## config.mk

```make
export PLATFORM = sky130hd
export DESIGN_NAME = im_loader
export DESIGN_NICKNAME = d
export VERILOG_FILES = /design/src/rtl/im_loader.sv
export SDC_FILE = /design/constraint.sdc
export NUM_CORES = 1
export LEC_CHECK = 0
export BUFFER_PORTS_ARGS = -buffer_cell sky130_fd_sc_hd__buf_2
export CAP_MARGIN = 10
export CELL_PAD_IN_SITES_DETAIL_PLACEMENT = 0
export CELL_PAD_IN_SITES_GLOBAL_PLACEMENT = 2
export CORE_ASPECT_RATIO = 0.7
export CORE_MARGIN = 3
export CORE_UTILIZATION = 30
export DETAILED_ROUTE_END_ITERATION = 8
export PLACE_DENSITY_LB_ADDON = 0.1
export SLEW_MARGIN = 0
export SYNTH_ARGS = -nofsm -noshare
export SYNTH_HDL_FRONTEND = slang
export SYNTH_SLANG_ARGS = --single-unit
```

## constraint.sdc

```tcl
create_clock -name clk -period 3.8 [get_ports clk]
set_input_delay 0.19 -clock clk [delete_from_list [all_inputs] [get_ports clk]]
set_output_delay 0.19 -clock clk [all_outputs]
set_load 0.005 [all_outputs]
```

## src/rtl/im_loader.sv

```systemverilog
// im_loader: boot-time instruction memory writer.
// Zero-fills the whole instruction store, then assembles a big-endian byte
// stream into 32-bit words and writes them from BASE_ADDR upward while the
// CPU is held in stall.
// Optional build macro: IM_LOADER_CHECKSUM_EN adds a trailing XOR checksum
// byte that is verified after the last word is written.
module im_loader #(
   parameter int unsigned DEPTH     = 1024,
   parameter logic [31:0] BASE_ADDR = 32'h00003000,
   parameter int unsigned AW        = 11
) (
   input  logic          clk,
   input  logic          reset,
   input  logic          start,
   input  logic [AW-1:0] word_count,
   input  logic          byte_valid,
   input  logic [7:0]    byte_data,
   output logic          byte_ready,
   output logic          im_we,
   output logic [31:0]   im_addr,
   output logic [31:0]   im_wdata,
   output logic          cpu_hold,
   output logic          done,
   output logic          err
);

   localparam int unsigned   IW       = (DEPTH > 1) ? $clog2(DEPTH) : 1;
   localparam logic [IW-1:0] LAST_IDX = IW'(DEPTH - 1);
   localparam logic [AW-1:0] DEPTH_W  = AW'(DEPTH);

`ifdef IM_LOADER_CHECKSUM_EN
   typedef enum logic [2:0] {IDLE, CLEAR, RECV, WRITE, CHK, DONE} state_t;
   localparam state_t TAIL = CHK;
`else
   typedef enum logic [2:0] {IDLE, CLEAR, RECV, WRITE, DONE} state_t;
   localparam state_t TAIL = DONE;
`endif

   state_t          state, state_nx;
   logic [IW-1:0]   clr_idx;
   logic [AW-1:0]   wr_cnt;
   logic [AW-1:0]   wr_nx;
   logic [AW-1:0]   count_q;
   logic [1:0]      byte_cnt;
   logic [31:0]     word;
   logic            oversize;
   logic            take;
`ifdef IM_LOADER_CHECKSUM_EN
   logic [7:0]      csum;
   logic            chk_bad;
`endif

   function automatic logic [31:0] addr_of(input logic [IW-1:0] idx);
      return BASE_ADDR + (32'(idx) << 2);
   endfunction

   assign oversize = (word_count > DEPTH_W);
   assign wr_nx    = wr_cnt + AW'(1);
   assign take     = byte_valid && byte_ready;
   assign done     = (state == DONE);

`ifdef IM_LOADER_CHECKSUM_EN
   // A failed checksum leaves the CPU stalled even though the load is done.
   assign cpu_hold = !((state == DONE) && !chk_bad);
`else
   assign cpu_hold = (state != DONE);
`endif

   // State register with synchronous active-low reset.
   always_ff @(posedge clk) begin
      if (!reset) begin
         state <= IDLE;
      end else begin
         state <= state_nx;
      end
   end

   // Next-state decode and memory/handshake outputs.
   always_comb begin
      state_nx   = state;
      byte_ready = 1'b0;
      im_we      = 1'b0;
      im_addr    = BASE_ADDR;
      im_wdata   = '0;
      case (state)
         IDLE, DONE: begin
            if (start && !oversize) begin
               state_nx = CLEAR;
            end
         end
         CLEAR: begin
            im_we   = 1'b1;
            im_addr = addr_of(clr_idx);
            if (clr_idx == LAST_IDX) begin
               state_nx = (count_q != '0) ? RECV : TAIL;
            end
         end
         RECV: begin
            byte_ready = 1'b1;
            if (byte_valid && (byte_cnt == 2'd3)) begin
               state_nx = WRITE;
            end
         end
         WRITE: begin
            im_we    = 1'b1;
            im_wdata = word;
            im_addr  = addr_of(wr_cnt[IW-1:0]);
            state_nx = (wr_nx == count_q) ? TAIL : RECV;
         end
`ifdef IM_LOADER_CHECKSUM_EN
         CHK: begin
            byte_ready = 1'b1;
            if (byte_valid) begin
               state_nx = DONE;
            end
         end
`endif
         default: state_nx = IDLE;
      endcase
   end

   // Counters, word assembly and error flag.
   always_ff @(posedge clk) begin
      if (!reset) begin
         clr_idx  <= '0;
         wr_cnt   <= '0;
         count_q  <= '0;
         byte_cnt <= '0;
         word     <= '0;
         err      <= 1'b0;
`ifdef IM_LOADER_CHECKSUM_EN
         csum     <= '0;
         chk_bad  <= 1'b0;
`endif
      end else begin
         case (state)
            IDLE, DONE: begin
               if (start) begin
                  if (oversize) begin
                     err <= 1'b1;
                  end else begin
                     err      <= 1'b0;
                     count_q  <= word_count;
                     clr_idx  <= '0;
                     wr_cnt   <= '0;
                     byte_cnt <= '0;
`ifdef IM_LOADER_CHECKSUM_EN
                     csum     <= '0;
                     chk_bad  <= 1'b0;
`endif
                  end
               end
            end
            CLEAR: begin
               clr_idx <= (clr_idx == LAST_IDX) ? '0 : clr_idx + IW'(1);
            end
            RECV: begin
               // The 2-bit byte counter wraps to 0 after the 4th byte, so it
               // is already cleared for the next word when WRITE returns here.
               if (take) begin
                  word     <= {word[23:0], byte_data};
                  byte_cnt <= byte_cnt + 2'd1;
`ifdef IM_LOADER_CHECKSUM_EN
                  csum     <= csum ^ byte_data;
`endif
               end
            end
            WRITE: begin
               wr_cnt <= wr_nx;
            end
`ifdef IM_LOADER_CHECKSUM_EN
            CHK: begin
               if (take && (byte_data != csum)) begin
                  err     <= 1'b1;
                  chk_bad <= 1'b1;
               end
            end
`endif
            default: ;
         endcase
      end
   end

endmodule

```

==> impl_results.md <==
* Status: complete, no violations
* TritonCTS Sinks at 70
* Port Buffers at 69
* WP data arrival at 2.78 ns
* HPWL after DPL at 8200 microns
* Pin slew with the least headroom to its limit at 0.725 ns
* Area growth from synthesis to final layout at 17.1%
* Number of iterations in the first detailed-routing pass at 4
* Net count, final at 572
* Initial cell density of the core at 31.5%
* Fin cells at 707
* Slew Viols, Final at 0
* Number of core rows at 33
* Capture endpoint of the worst hold path: word[2]
* Hold path startpoint: byte_data[2]
* Global-route wire length before repair at 18,100 microns
* Hold/Removal Path Class: input pin to flop
* Top Metal Used: met4
* Worst hold slack at 0.0944 ns
* Synth cell types at 52
* Endpoint kind of the worst setup timing path: flop
* Gate count after technology mapping at 493
* Worst-path fanout max at 21
* DP Area at 0.00416 sq mm
* Commonest non-fill, non-tap cell in the layout: nand2_1
* Initial antenna violation count at 0
* Final sum of negative setup slack at 0 ns
* Maximum number of pins on one net before global-route repair at 39
* Number of hold-slack violations in the final timing report at 0
* Dominant delay contributor by cell family on the critical path: compound AO/OA/AOI/OAI gates
* Clock buffer count from CTS at 9
* Biggest cell delay along the critical path at 0.61 ns
* Wire length after detailed routing at 11,200 microns
* CP bufs+invs at 1
* Hold_buf cts at 0
* Proportion of synthesized chip area in sequential cells at 36.9%
* Flop2flop setup slack at 1.27 ns
* Die width at 141 microns
* Total global routing overflow at 0
* Final antenna-violating net count at 0
* Die area at 0.0141 sq mm
* Violation count after the first detailed-routing iteration at 194
* Post-layout util at 36.9%
* Clk buf depth at 2
* Vias in the first global route at 3,315
* Final clock period utilization by the worst path at 66.5%
* Via total after detailed routing at 3,470
* Number of cells traversed by the worst register-to-register path at 6
* Final Cell Area at 0.00445 sq mm
* Fin Clk Skew at 0.00786 ns
* Required time at the endpoint of the critical path at 4.06 ns
* Total routing resource utilization after global routing at 16.2%
* Largest vdd supply drop at 0.305 mV
* Number of warnings reported in the yosys synthesis log at 0
* Hold Path Cell Cnt at 3
* Post-CTS setup-driven buffer insertion count at 0
* Leakage power at 0.00185 uW
* Clock latency of the later-clocked register in the worst-skew pair at 0.33 ns
* Average footprint of a synthesized cell at 7.71 sq um
* Max-Slew Margin vs Limit at 51.7%
* Routability-driven placement congestion ratio at 0.798
* Post-synthesis instance area at 0.00380 sq mm
* Clock tree from TritonCTS: built
* Floorplan core area at 0.0121 sq mm
* Top achievable clock speed at 0.396 GHz
* Setup Crit Path Kind: flop to flop
* FF-to-FF End: clr_idx[4]
* Clock period minus final worst setup slack at 2.53 ns
* Series of cell instances along the critical path: buf_4 -> nor2_1 -> and2_1 -> a21oi_2 -> o21ai_0 -> a21oi_1
* Vertical die dimension at 100 microns
* Startpoint class of the critical path: flop
* Commonest non-fill, non-tap cells in the layout: 78 x nand2_1, 70 x dfxtp_1, 69 x buf_2, 54 x a21oi_1, 51 x nor2_1
* Post-route DRC violation count at 0
* Clock-pin slew reported for the worst setup and hold paths after clock tree synthesis at 0.06 ns
* Max-cap violations at 0
* Setup repair after global routing missed its margin: no
* Met2 WL at 4400 microns
* Clock tree root buffer cell: clkbuf_16
* Diode count at 0
* Count of cells resized by post-cts repair at 0
* Sum of met3 wire segment lengths after detailed routing at 575 microns
* Post-Place Cells at 692
* Reg-to-Reg Start: state[1]
* Top Ports at 92
* Power density of the placed cells at 493 mW/mm^2
* H-tree Lvls at 3
* Final count of negative-setup-slack endpoints at 0
* Average vias per placed instance at 4.91
* Ratio of cells with drive above 1 in the final layout at 18.7%
* Routed wirelength normalized by instance count at 15.9 microns
* Flip-flop and latch count after synthesis at 70
* Slowest CP cell: a21oi_2
* Routed met1 length at 6160 microns
state kept, by name, summed over array words and instances, names as in the netlist:
| name | cells |
|---|---|
| word | 32 |
| state | 3 |
| count_q | 11 |
| err | 1 |
| byte_cnt | 2 |
| clr_idx | 10 |
| wr_cnt | 11 |
synthesized netlist by cell type, drive strengths merged:
cell type	instances	area share, %
nand2	78	7.7
dfxtp	70	37
a21oi	55	7.3
nor2	51	5.0
and3	35	5.8
buf	29	5.6
clkbuf	25	2.5
mux2i	20	5.3
o21ai	19	2.5
xnor2	12	2.8
inv	9	0.89
nand3	9	1.2
nor4	8	1.7
or3	8	1.3
nor3	6	0.92
a31oi	5	0.82
and2	5	0.82
xor2	5	1.3
nand3b	4	0.79
nand4	4	0.66
and4	3	0.69
ha	3	0.99
or2	3	0.49
or4	3	0.69
a211oi	2	0.39
a21boi	2	0.39
a41oi	2	0.46
conb	2	0.20
a211o	1	0.23
a21o	1	0.20
a22oi	1	0.20
a2bb2oi	1	0.23
a311oi	1	0.23
a31o	1	0.23
and4bb	1	0.33
clkinv	1	0.099
nand2b	1	0.23
nor4b	1	0.23
o2111ai	1	0.23
o211ai	1	0.20
o21a	1	0.20
o311a	1	0.26
o311ai	1	0.23
o31ai	1	0.56
power breakdown:
group	leakage [uW]	switching, uW	internal [uW]
clock network	0.000137	325	503
logic	0.00114	363	165
registers	0.000566	61.9	775
worst reg2reg max path: stages (launching register included):
cell	delay, ns
dfxtp_1	0.59
buf_4	0.30
nor2_1	0.10
and2_1	0.23
a21oi_2	0.61
o21ai_0	0.42
a21oi_1	0.21
metal layers:
layer	track usage, %	up-vias
li1	-	1766
met1	25.1	1609
met2	22.4	89
met3	4.29	6
met4	3.35	0
met5	0	-
kinds of logic (layout without fill, tap and decap cells):
logic type                 after synthesis  in the layout  share of synthesized area [%]
other                                    2             22                          0.198
DFF                                     70             70                           36.9
buffers and inverters                   64            101                           9.08
xor gates and xnor gates                17             17                           4.11
and+or+nand+nor                        220            220                           28.6
adders and majority gates                3              3                          0.988
muxes                                   20             20                           5.27
AOI/OAI and AO/OA                       97             97                           14.9
cell type report:
class                           instances  area [sq um]
Multi-Input combinational cell        379          2130
Inverter                               10          37.5
Clock inverter                          6          63.8
Fill cell                            1319          7600
Clock buffer                            9           225
Sequential cell                        70          1400
Timing Repair Buffer                   76           398
Tap cell                              157           196
how the worst max path moves through the flow:
stage | from | end | slack, ns | cells after the start
6_report | state[1] | clr_idx[4] | 1.27 | 6
5_1_grt | state[2] | clr_idx[3] | 0.98 | 7
4_1_cts | state[1] | clr_idx[4] | 1.28 | 6
3_5_place_dp | state[1] | clr_idx[4] | 1.32 | 6
3_3_place_gp | state[1] | clr_idx[3] | 1.32 | 6
2_1_floorplan | wr_cnt[1] | state[1] | 1.88 | 6
per-stage QoR:
step           total power [uW]  setup WS [ns]
4_1_cts                    2220           1.28
5_1_grt                    2320          0.981
3_3_place_gp               1380           1.32
6_report                   2190           1.27
2_1_floorplan              1240           1.88
3_5_place_dp               1370           1.32
Note: power is estimated with default switching activity, not from simulation.
